--- src/rtl/multi_tick_gen_pkg.sv ---
// Shared constants and helpers for the multi-channel tick generator.
package multi_tick_pkg;
  localparam int   DEFAULT_DIV_C = 5;
  localparam logic MODE_PERIODIC = 1'b0;
  localparam logic MODE_ONESHOT  = 1'b1;

  // Width needed to index n items; never narrower than one bit.
  function automatic int clog2_min1(input int n);
    return (n <= 2) ? 1 : $clog2(n);
  endfunction
endpackage

--- src/rtl/multi_tick_gen_tick_channel.sv ---
// One tick channel: divisor register, counter, tick/done flags and en edge detector.
module tick_channel
  import multi_tick_pkg::*;
#(
  parameter int W           = 26,
  parameter int DEFAULT_DIV = DEFAULT_DIV_C
) (
  input  logic         clk,
  input  logic         reset,
  input  logic         ce,
  input  logic         en,
  input  logic         oneshot,
  input  logic         load,
  input  logic [W-1:0] load_div,
  input  logic         clear,
  output logic         tick,
  output logic         done,
  output logic         busy
);
  logic [W-1:0] div, cnt, last;
  logic         en_q, rise;

  // A divisor of 0 behaves like 1.
  assign last = (div == '0) ? '0 : div - W'(1);
  assign rise = en & ~en_q;
  assign busy = en & ~done;

  always_ff @(posedge clk) begin
    if (reset) begin
      div  <= W'(DEFAULT_DIV);
      cnt  <= '0;
      tick <= 1'b0;
      done <= 1'b0;
      en_q <= 1'b0;
    end else begin
      en_q <= en;
      if (clear || load) begin
        if (load) div <= load_div;
        cnt  <= '0;
        done <= 1'b0;
        tick <= 1'b0;
      end else begin
        tick <= 1'b0;
        if (rise) done <= 1'b0;
        // A rising en re-arms a finished one-shot and counts in the same cycle.
        if (en && ce && (!done || rise)) begin
          if (cnt == last) begin
            cnt  <= '0;
            tick <= 1'b1;
            if (oneshot == MODE_ONESHOT) done <= 1'b1;
          end else begin
            cnt <= cnt + W'(1);
          end
        end
      end
    end
  end
endmodule

--- src/rtl/multi_tick_gen.sv ---
// NCH independent tick channels sharing one prescaler, a divisor write port and a global sync.
module multi_tick_gen
  import multi_tick_pkg::*;
#(
  parameter  int NCH         = 4,
  parameter  int W           = 26,
  parameter  int DEFAULT_DIV = DEFAULT_DIV_C,
  parameter  int PRE         = 1,
  localparam int CW          = clog2_min1(NCH)
) (
  input  logic           clk,
  input  logic           reset,
  input  logic [NCH-1:0] en,
  input  logic [NCH-1:0] oneshot,
  input  logic           wr_en,
  input  logic [CW-1:0]  wr_ch,
  input  logic [W-1:0]   wr_div,
  input  logic           sync,
  output logic [NCH-1:0] tick,
  output logic [NCH-1:0] done,
  output logic [NCH-1:0] busy
);
  localparam int PW = clog2_min1(PRE);

  logic [PW-1:0] pre_cnt;
  logic          ce;

  assign ce = (pre_cnt == PW'(PRE - 1));

  always_ff @(posedge clk) begin
    if (reset || sync) pre_cnt <= '0;
    else               pre_cnt <= ce ? '0 : pre_cnt + PW'(1);
  end

  // Out-of-range wr_ch matches no channel and is dropped.
  for (genvar i = 0; i < NCH; i++) begin : g_ch
    tick_channel #(.W(W), .DEFAULT_DIV(DEFAULT_DIV)) u_ch (
      .clk     (clk),
      .reset   (reset),
      .ce      (ce),
      .en      (en[i]),
      .oneshot (oneshot[i]),
      .load    (wr_en && (wr_ch == CW'(i))),
      .load_div(wr_div),
      .clear   (sync),
      .tick    (tick[i]),
      .done    (done[i]),
      .busy    (busy[i])
    );
  end
endmodule

--- config.mk ---
export PLATFORM = sky130hd
export DESIGN_NAME = multi_tick_gen
export DESIGN_NICKNAME = d
export VERILOG_FILES = /design/src/rtl/multi_tick_gen_pkg.sv /design/src/rtl/multi_tick_gen_tick_channel.sv /design/src/rtl/multi_tick_gen.sv
export SDC_FILE = /design/constraint.sdc
export NUM_CORES = 1
export LEC_CHECK = 0
export CORE_ASPECT_RATIO = 1.25
export CORE_MARGIN = 5
export CORE_UTILIZATION = 64
export CTS_BUF_LIST = sky130_fd_sc_hd__clkbuf_2
export CTS_CLUSTER_SIZE = 25
export DETAILED_ROUTE_END_ITERATION = 8
export PLACE_DENSITY = 0.83
export SYNTH_ARGS = -nofsm -noshare
export SYNTH_HDL_FRONTEND = slang
export SYNTH_HIERARCHICAL = 1
export SYNTH_SLANG_ARGS = --single-unit
--- constraint.sdc ---
create_clock -name clk -period 4.7 [get_ports clk]
set_input_delay 0.705 -clock clk [delete_from_list [all_inputs] [get_ports clk]]
set_output_delay 0.705 -clock clk [all_outputs]
set_load 0.1 [all_outputs]
* Word level (Yosys, flattened, before mapping) *
Index checks and enable logic that the tools add are counted.

operators by class
  reductions and logical operators = 43
  bitwise gates (word level) = 21
  $add $sub $neg = 9
  eq/ne operators = 7
  mux-type cells = 28

operator list
  kind                                                 number
  two-way mux 26 bit                                   8
  adder 26 x 1 -> 26 bit (second input constant)       4
  == test 26 bit                                       4
  zero test 26 bit                                     4
  subtractor 26 x 1 -> 26 bit (second input constant)  4
  two-way mux 1 bit                                    20
  inverter 1 bit                                       13
  logical AND 1 bit                                    12
  OR reduction 3 bit                                   4
  OR reduction 2 bit                                   5
  logical OR 1 bit                                     9
  bitwise AND 1 bit                                    8
  AND reduction 2 bit                                  4
  == test 2 bit (second input constant)                2
  zero test 1 bit                                      4
  == test 2 x 1 -> 1 bit (second input constant)       1
  zero test 2 bit                                      1
  adder 1 bit (second input constant)                  1

storage, ports and cells
  register bits after elaboration = 221
  input bits = 40
  logic and storage cells = 129

* Depth between registers and ports, before layout *
  word-level depth = 6
  depth in mapped cells = 13
  gate-level depth less buffers = 10

* Hierarchy *
Netlist, hierarchy kept.

modules (own cells, without submodules)
  module                            times used  cells an instance  sequential area each (µm²)  area an instance (µm²)
  tick_channel at g_ch[0].u_ch ...  3           461                1,101.1                     3,828.7
  tick_channel at g_ch[3].u_ch      1           456                1,101.1                     3,843.7
  multi_tick_gen                    1           7                  20.0                        65.1

* Worst setup path before layout *
Ideal clock, no wire load.

  path type = reg2reg
  start = reg g_ch[3].u_ch.div[15]
  end = reg g_ch[3].u_ch.cnt[0]
  clock period less this slack = 3.596 ns
  required time = 4.561 ns
  cell stages (with the launch flop) = 12
  slack = 1.104 ns
  arrival = 3.457 ns
  cells stage by stage = dfxtp_1 -> buf_6 -> or4_4 -> or3_1 -> buf_6 -> o31a_1 -> or3_1 -> a211o_1 -> or4_4 -> nor4b_4 -> buf_6 -> nor3_2

on the way
  longest elaborated chain between the ends = 4
  elaborated cells between the ends (all ways) = 5
  classes of those cells = 1 x add/sub; 1 x eq/ne; 2 x mux; 1 x reduce/logical

RTL lines
  what                                                             RTL line                           RTL
  start, declared                                                  multi_tick_gen_tick_channel.sv:20  logic [W-1:0] div, cnt, last;
  start signal, assigned                                           multi_tick_gen_tick_channel.sv:30  div <= W'(DEFAULT_DIV);
  start signal, assigned                                           multi_tick_gen_tick_channel.sv:38  if (load) div <= load_div;
  subtractor 26 x 1 -> 26 bit or zero test 26 bit (tied branches)  multi_tick_gen_tick_channel.sv:24  assign last = (div == '0) ? '0 : div - W'(1);
  two-way mux 26 bit *                                             multi_tick_gen_tick_channel.sv:24
  == test 26 bit *                                                 multi_tick_gen_tick_channel.sv:47  if (cnt == last) begin
  two-way mux 26 bit *                                             multi_tick_gen_tick_channel.sv:47
  end signal, assigned                                             multi_tick_gen_tick_channel.sv:52  cnt <= cnt + W'(1);
  end, declared                                                    multi_tick_gen_tick_channel.sv:20

Mark *: on every way between the ends. The rest lies on a longest branch, timed or not.
A chain may end at the register's enable or synchronous reset.

* Worst setup path in the final report *
  start = reg g_ch[1].u_ch.div[3]
  end = reg g_ch[1].u_ch.cnt[23]

on the way
  longest elaborated chain between the ends = 4
  elaborated cells between the ends (all ways) = 5
  classes of those cells = 1 x add/sub; 1 x eq/ne; 2 x mux; 1 x reduce/logical

RTL lines
  what                                                             RTL line
  start, declared                                                  multi_tick_gen_tick_channel.sv:20
  start signal, assigned                                           multi_tick_gen_tick_channel.sv:30
  start signal, assigned                                           multi_tick_gen_tick_channel.sv:38
  subtractor 26 x 1 -> 26 bit or zero test 26 bit (tied branches)  multi_tick_gen_tick_channel.sv:24
  two-way mux 26 bit *                                             multi_tick_gen_tick_channel.sv:24
  == test 26 bit *                                                 multi_tick_gen_tick_channel.sv:47
  two-way mux 26 bit *                                             multi_tick_gen_tick_channel.sv:47
  end signal, assigned                                             multi_tick_gen_tick_channel.sv:52
  end, declared                                                    multi_tick_gen_tick_channel.sv:20

Marks and branches as above.

==> impl_metrics.json <==
{
  "ys_types": 75,
  "cts-root-buf": "clkbuf_2",
  "cp_common_cell": "nand2_1",
  "cts_tree": "done",
  "ant_nets": 0,
  "cp_num_buf_inv": 1,
  "tightest_slew_ns": 0.9839,
  "critPathMaxFanout": 26,
  "met2_length_mm": 19.78,
  "p_int_w": 0.002656,
  "final_common_cell": "dfxtp_1",
  "final_cells": 2206,
  "fp.coreArea_um2": 23730,
  "final.setup_skew_ns": 0.04764,
  "drtIter0Drc": 1498,
  "cp_data_required_time_ns": 5.42,
  "tns_ns": 0,
  "cp_slowest_cell": "or4_1",
  "finalHoldViolations": 0,
  "status": "finished clean",
  "ctsResizeCount": 0,
  "clkLatencyLatePin_ns": 0.90,
  "total_power_w": 0.003918,
  "wirelength_met1_mm": 17.70,
  "seqPwrFrac_pct": 50.3,
  "fin_area_um2": 16310,
  "die_h_um": 183.4,
  "switchingPower_w": 0.001262,
  "vdd_ir_drop_max_mv": 0.1848,
  "ys_seq_area_share_pct": 28.74,
  "dp_hpwl_mm": 30.98,
  "cts_buffers": 55,
  "min_path_type": "in -> reg",
  "wl_mm": 42.48,
  "fmax_mhz": 244.6,
  "worstPathArrival_ns": 4.81,
  "worstSetupStartpointType": "flip-flop",
  "synth_ff_type": "dfxtp_1",
  "synth_area_per_cell_um2": 8.340,
  "grt_pass1_vias": 13630,
  "dr.pass1.iters": 5,
  "p_comb_share_pct": 15.6,
  "met3_length_mm": 3.024,
  "ios": 52,
  "syn_area_um2": 15390,
  "synth_edf_count": 0,
  "fin_ws_ns": 0.6109,
  "fp.dieArea_um2": 27280,
  "cp_top_family": "simple AND/OR/NAND/NOR gates",
  "crit_path_end_kind": "flip-flop",
  "drv_cap": 0,
  "grt_setup_unrepaired": "no",
  "antenna_found_initial": 2,
  "dp_cells": 2104,
  "area_growth_pct": 5.957,
  "finalCritPeriodShare_pct": 87.00,
  "cts_max_path_buffers": 3,
  "leakagePower_nw": 5.770,
  "grt_pass1_wl_mm": 69.11,
  "dpl_worst_slack_ns": 0.6889,
  "dr.max_layer_used": "met5",
  "path_clk_slew_ns": 0.11,
  "cts.htree.levels": 2,
  "cp_cell_sequence": "or4_1 > nor4_2 > nand2_1 > a311oi_1 > nand2_1 > a2111o_1 > nor4b_4 > buf_4 > nor3_1",
  "via_per_inst": 6.538,
  "synthArstFlopShare_pct": 0,
  "switching_share_pct": 32.21,
  "grt_max_degree": 49,
  "die_w_um": 148.7,
  "vias": 14420,
  "drive_gt1_share_pct": 9.415,
  "cts_setup_buffers": 0,
  "dpl_cell_area_um2": 15800,
  "clkPwrFrac_pct": 34.1,
  "final_cell_mix": "dfxtp_1 (221), nor2_1 (188), nor3_1 (158)",
  "fin_crit_ns": 4.089,
  "crit_type": "reg -> reg",
  "cts.sink_count": 221,
  "netlist_instances": 1846,
  "final_nets": 1884,
  "p_per_area_nw_per_um2": 240.2,
  "start_util_pct": 64.88,
  "yosysWarnings": 6,
  "max_stage_delay_ns": 0.73,
  "setup_viol": 0,
  "grtUsageTotal_pct": 30.43,
  "wire_per_inst_um": 19.26,
  "drc": 0,
  "gp_congestion": 1.003,
  "syn-num-nets": 1894,
  "grt_overflow": 0,
  "ys_ff_latch": 221,
  "std_cell_rows": 63,
  "timing.final.max_slew_violations": 0,
  "io_buffers": 51,
  "hold_buffers": 0,
  "slew_headroom_pct": 34.20
}
## worst register-to-register path, delay by kind of cell (launching register included)
kind / cells / cell delay [ns]
and+or+nand+nor: 6 / 2.18
AOI/OAI and AO/OA: 2 / 0.99
buffers and inverters: 1 / 0.32
DFF: 1 / 0.43
## layout make-up
cell class | count | area, um^2
inverter | 37 | 138.9
multi-input combinational | 1453 | 10190
timing repair buffer | 68 | 635.6
clock buffer | 79 | 395.4
sequential | 221 | 4424
clock inverter | 22 | 113.9
antenna | 1 | 2.502
fill | 1978 | 7415
tap | 325 | 406.6
## metal layers
| layer | up-vias | GRT usage [%] |
|---|---|---|
| met5 | - | 0 |
| met4 | 2 | 14.01 |
| met3 | 144 | 5.042 |
| met2 | 554 | 50.40 |
| met1 | 6878 | 38.84 |
| li1 | 6845 | - |
## cell usage after synthesis (10+ instances only)
| master | count | area, um^2 |
|---|---|---|
| buf_6 | 16 | 180.2 |
| nand3_1 | 53 | 265.3 |
| xnor2_1 | 100 | 875.8 |
| nor2_1 | 188 | 705.7 |
| xor2_1 | 80 | 700.7 |
| nand2b_1 | 28 | 175.2 |
| o21ai_0 | 16 | 80.08 |
| nor3_1 | 158 | 790.8 |
| o31a_1 | 12 | 105.1 |
| o31ai_1 | 12 | 90.09 |
| nor4_1 | 53 | 331.6 |
| buf_2 | 13 | 65.06 |
| o211ai_1 | 20 | 150.1 |
| nor2b_1 | 28 | 175.2 |
| or2_2 | 23 | 143.9 |
| xnor3_1 | 12 | 270.3 |
| and3_1 | 27 | 168.9 |
| o21a_1 | 12 | 90.09 |
| nand2_1 | 100 | 375.4 |
| dfxtp_1 | 221 | 4424 |
| mux2i_1 | 119 | 1191 |
| nand4_1 | 34 | 212.7 |
| buf_1 | 19 | 71.32 |
| a21o_1 | 12 | 90.09 |
| inv_1 | 37 | 138.9 |
| nor4_2 | 16 | 200.2 |
| a21oi_1 | 16 | 80.08 |
| or4_1 | 32 | 240.2 |
| nor4b_1 | 15 | 131.4 |
| nand3b_1 | 12 | 90.09 |
| or3_1 | 32 | 200.2 |
| a211o_1 | 13 | 113.9 |
| clkbuf_1 | 87 | 326.6 |
| nor3b_1 | 16 | 120.1 |
| nand4b_1 | 16 | 140.1 |
| nor3_2 | 10 | 100.1 |
## power groups by stage
stage | Clock [W] | Combinational (W) | Sequential, W
finish | 0.00133 | 0.000611 | 0.00197
global route | 0.00149 | 0.000654 | 0.00198
CTS | 0.00138 | 0.000599 | 0.00197
detailed placement | 0 | 0.000596 | 0.00201
global placement | 0 | 0.000586 | 0.00201
floorplan | 0 | 0.000470 | 0.00198
## per-stage QoR
step	hold slack, ns	util, %
global placement	0.5263	66.59
detailed placement	0.5441	66.59
global route	0.2371	68.75
floorplan	0.5008	-
CTS	0.1895	68.74
finish	0.2562	68.75
## worst paths after layout
check,from,to,slack (ns),cells after the start
worst max-delay path,g_ch[1].u_ch/div[3],g_ch[1].u_ch/cnt[23],0.61,9
worst max register to register,g_ch[1].u_ch/div[3],g_ch[1].u_ch/cnt[23],0.61,9
worst min register to register,g_ch[1].u_ch/div[1],g_ch[1].u_ch/div[1],0.57,2
worst min-delay path,reset,g_ch[1].u_ch/div[8],0.26,2
## registers in the layout, indices dropped and copies added (netlist names)
name / count
g_ch.u_ch/done: 4
g_ch.u_ch/cnt: 104
pre_cnt: 1
g_ch.u_ch/tick: 4
g_ch.u_ch/div: 104
g_ch.u_ch/en_q: 4
## cell families after synthesis
| logic type | count (synthesis) | share of synthesized area (%) |
|---|---|---|
| simple gates | 896 | 33.45 |
| compound gates | 237 | 12.32 |
| flops | 221 | 28.74 |
| xor+xnor | 192 | 12.00 |
| buf+inv | 172 | 5.080 |
| mux | 119 | 7.737 |
| fa+ha+maj | 8 | 0.6502 |
| other cells | 1 | 0.02436 |
No activity file was read; power rests on OpenSTA's default activity.
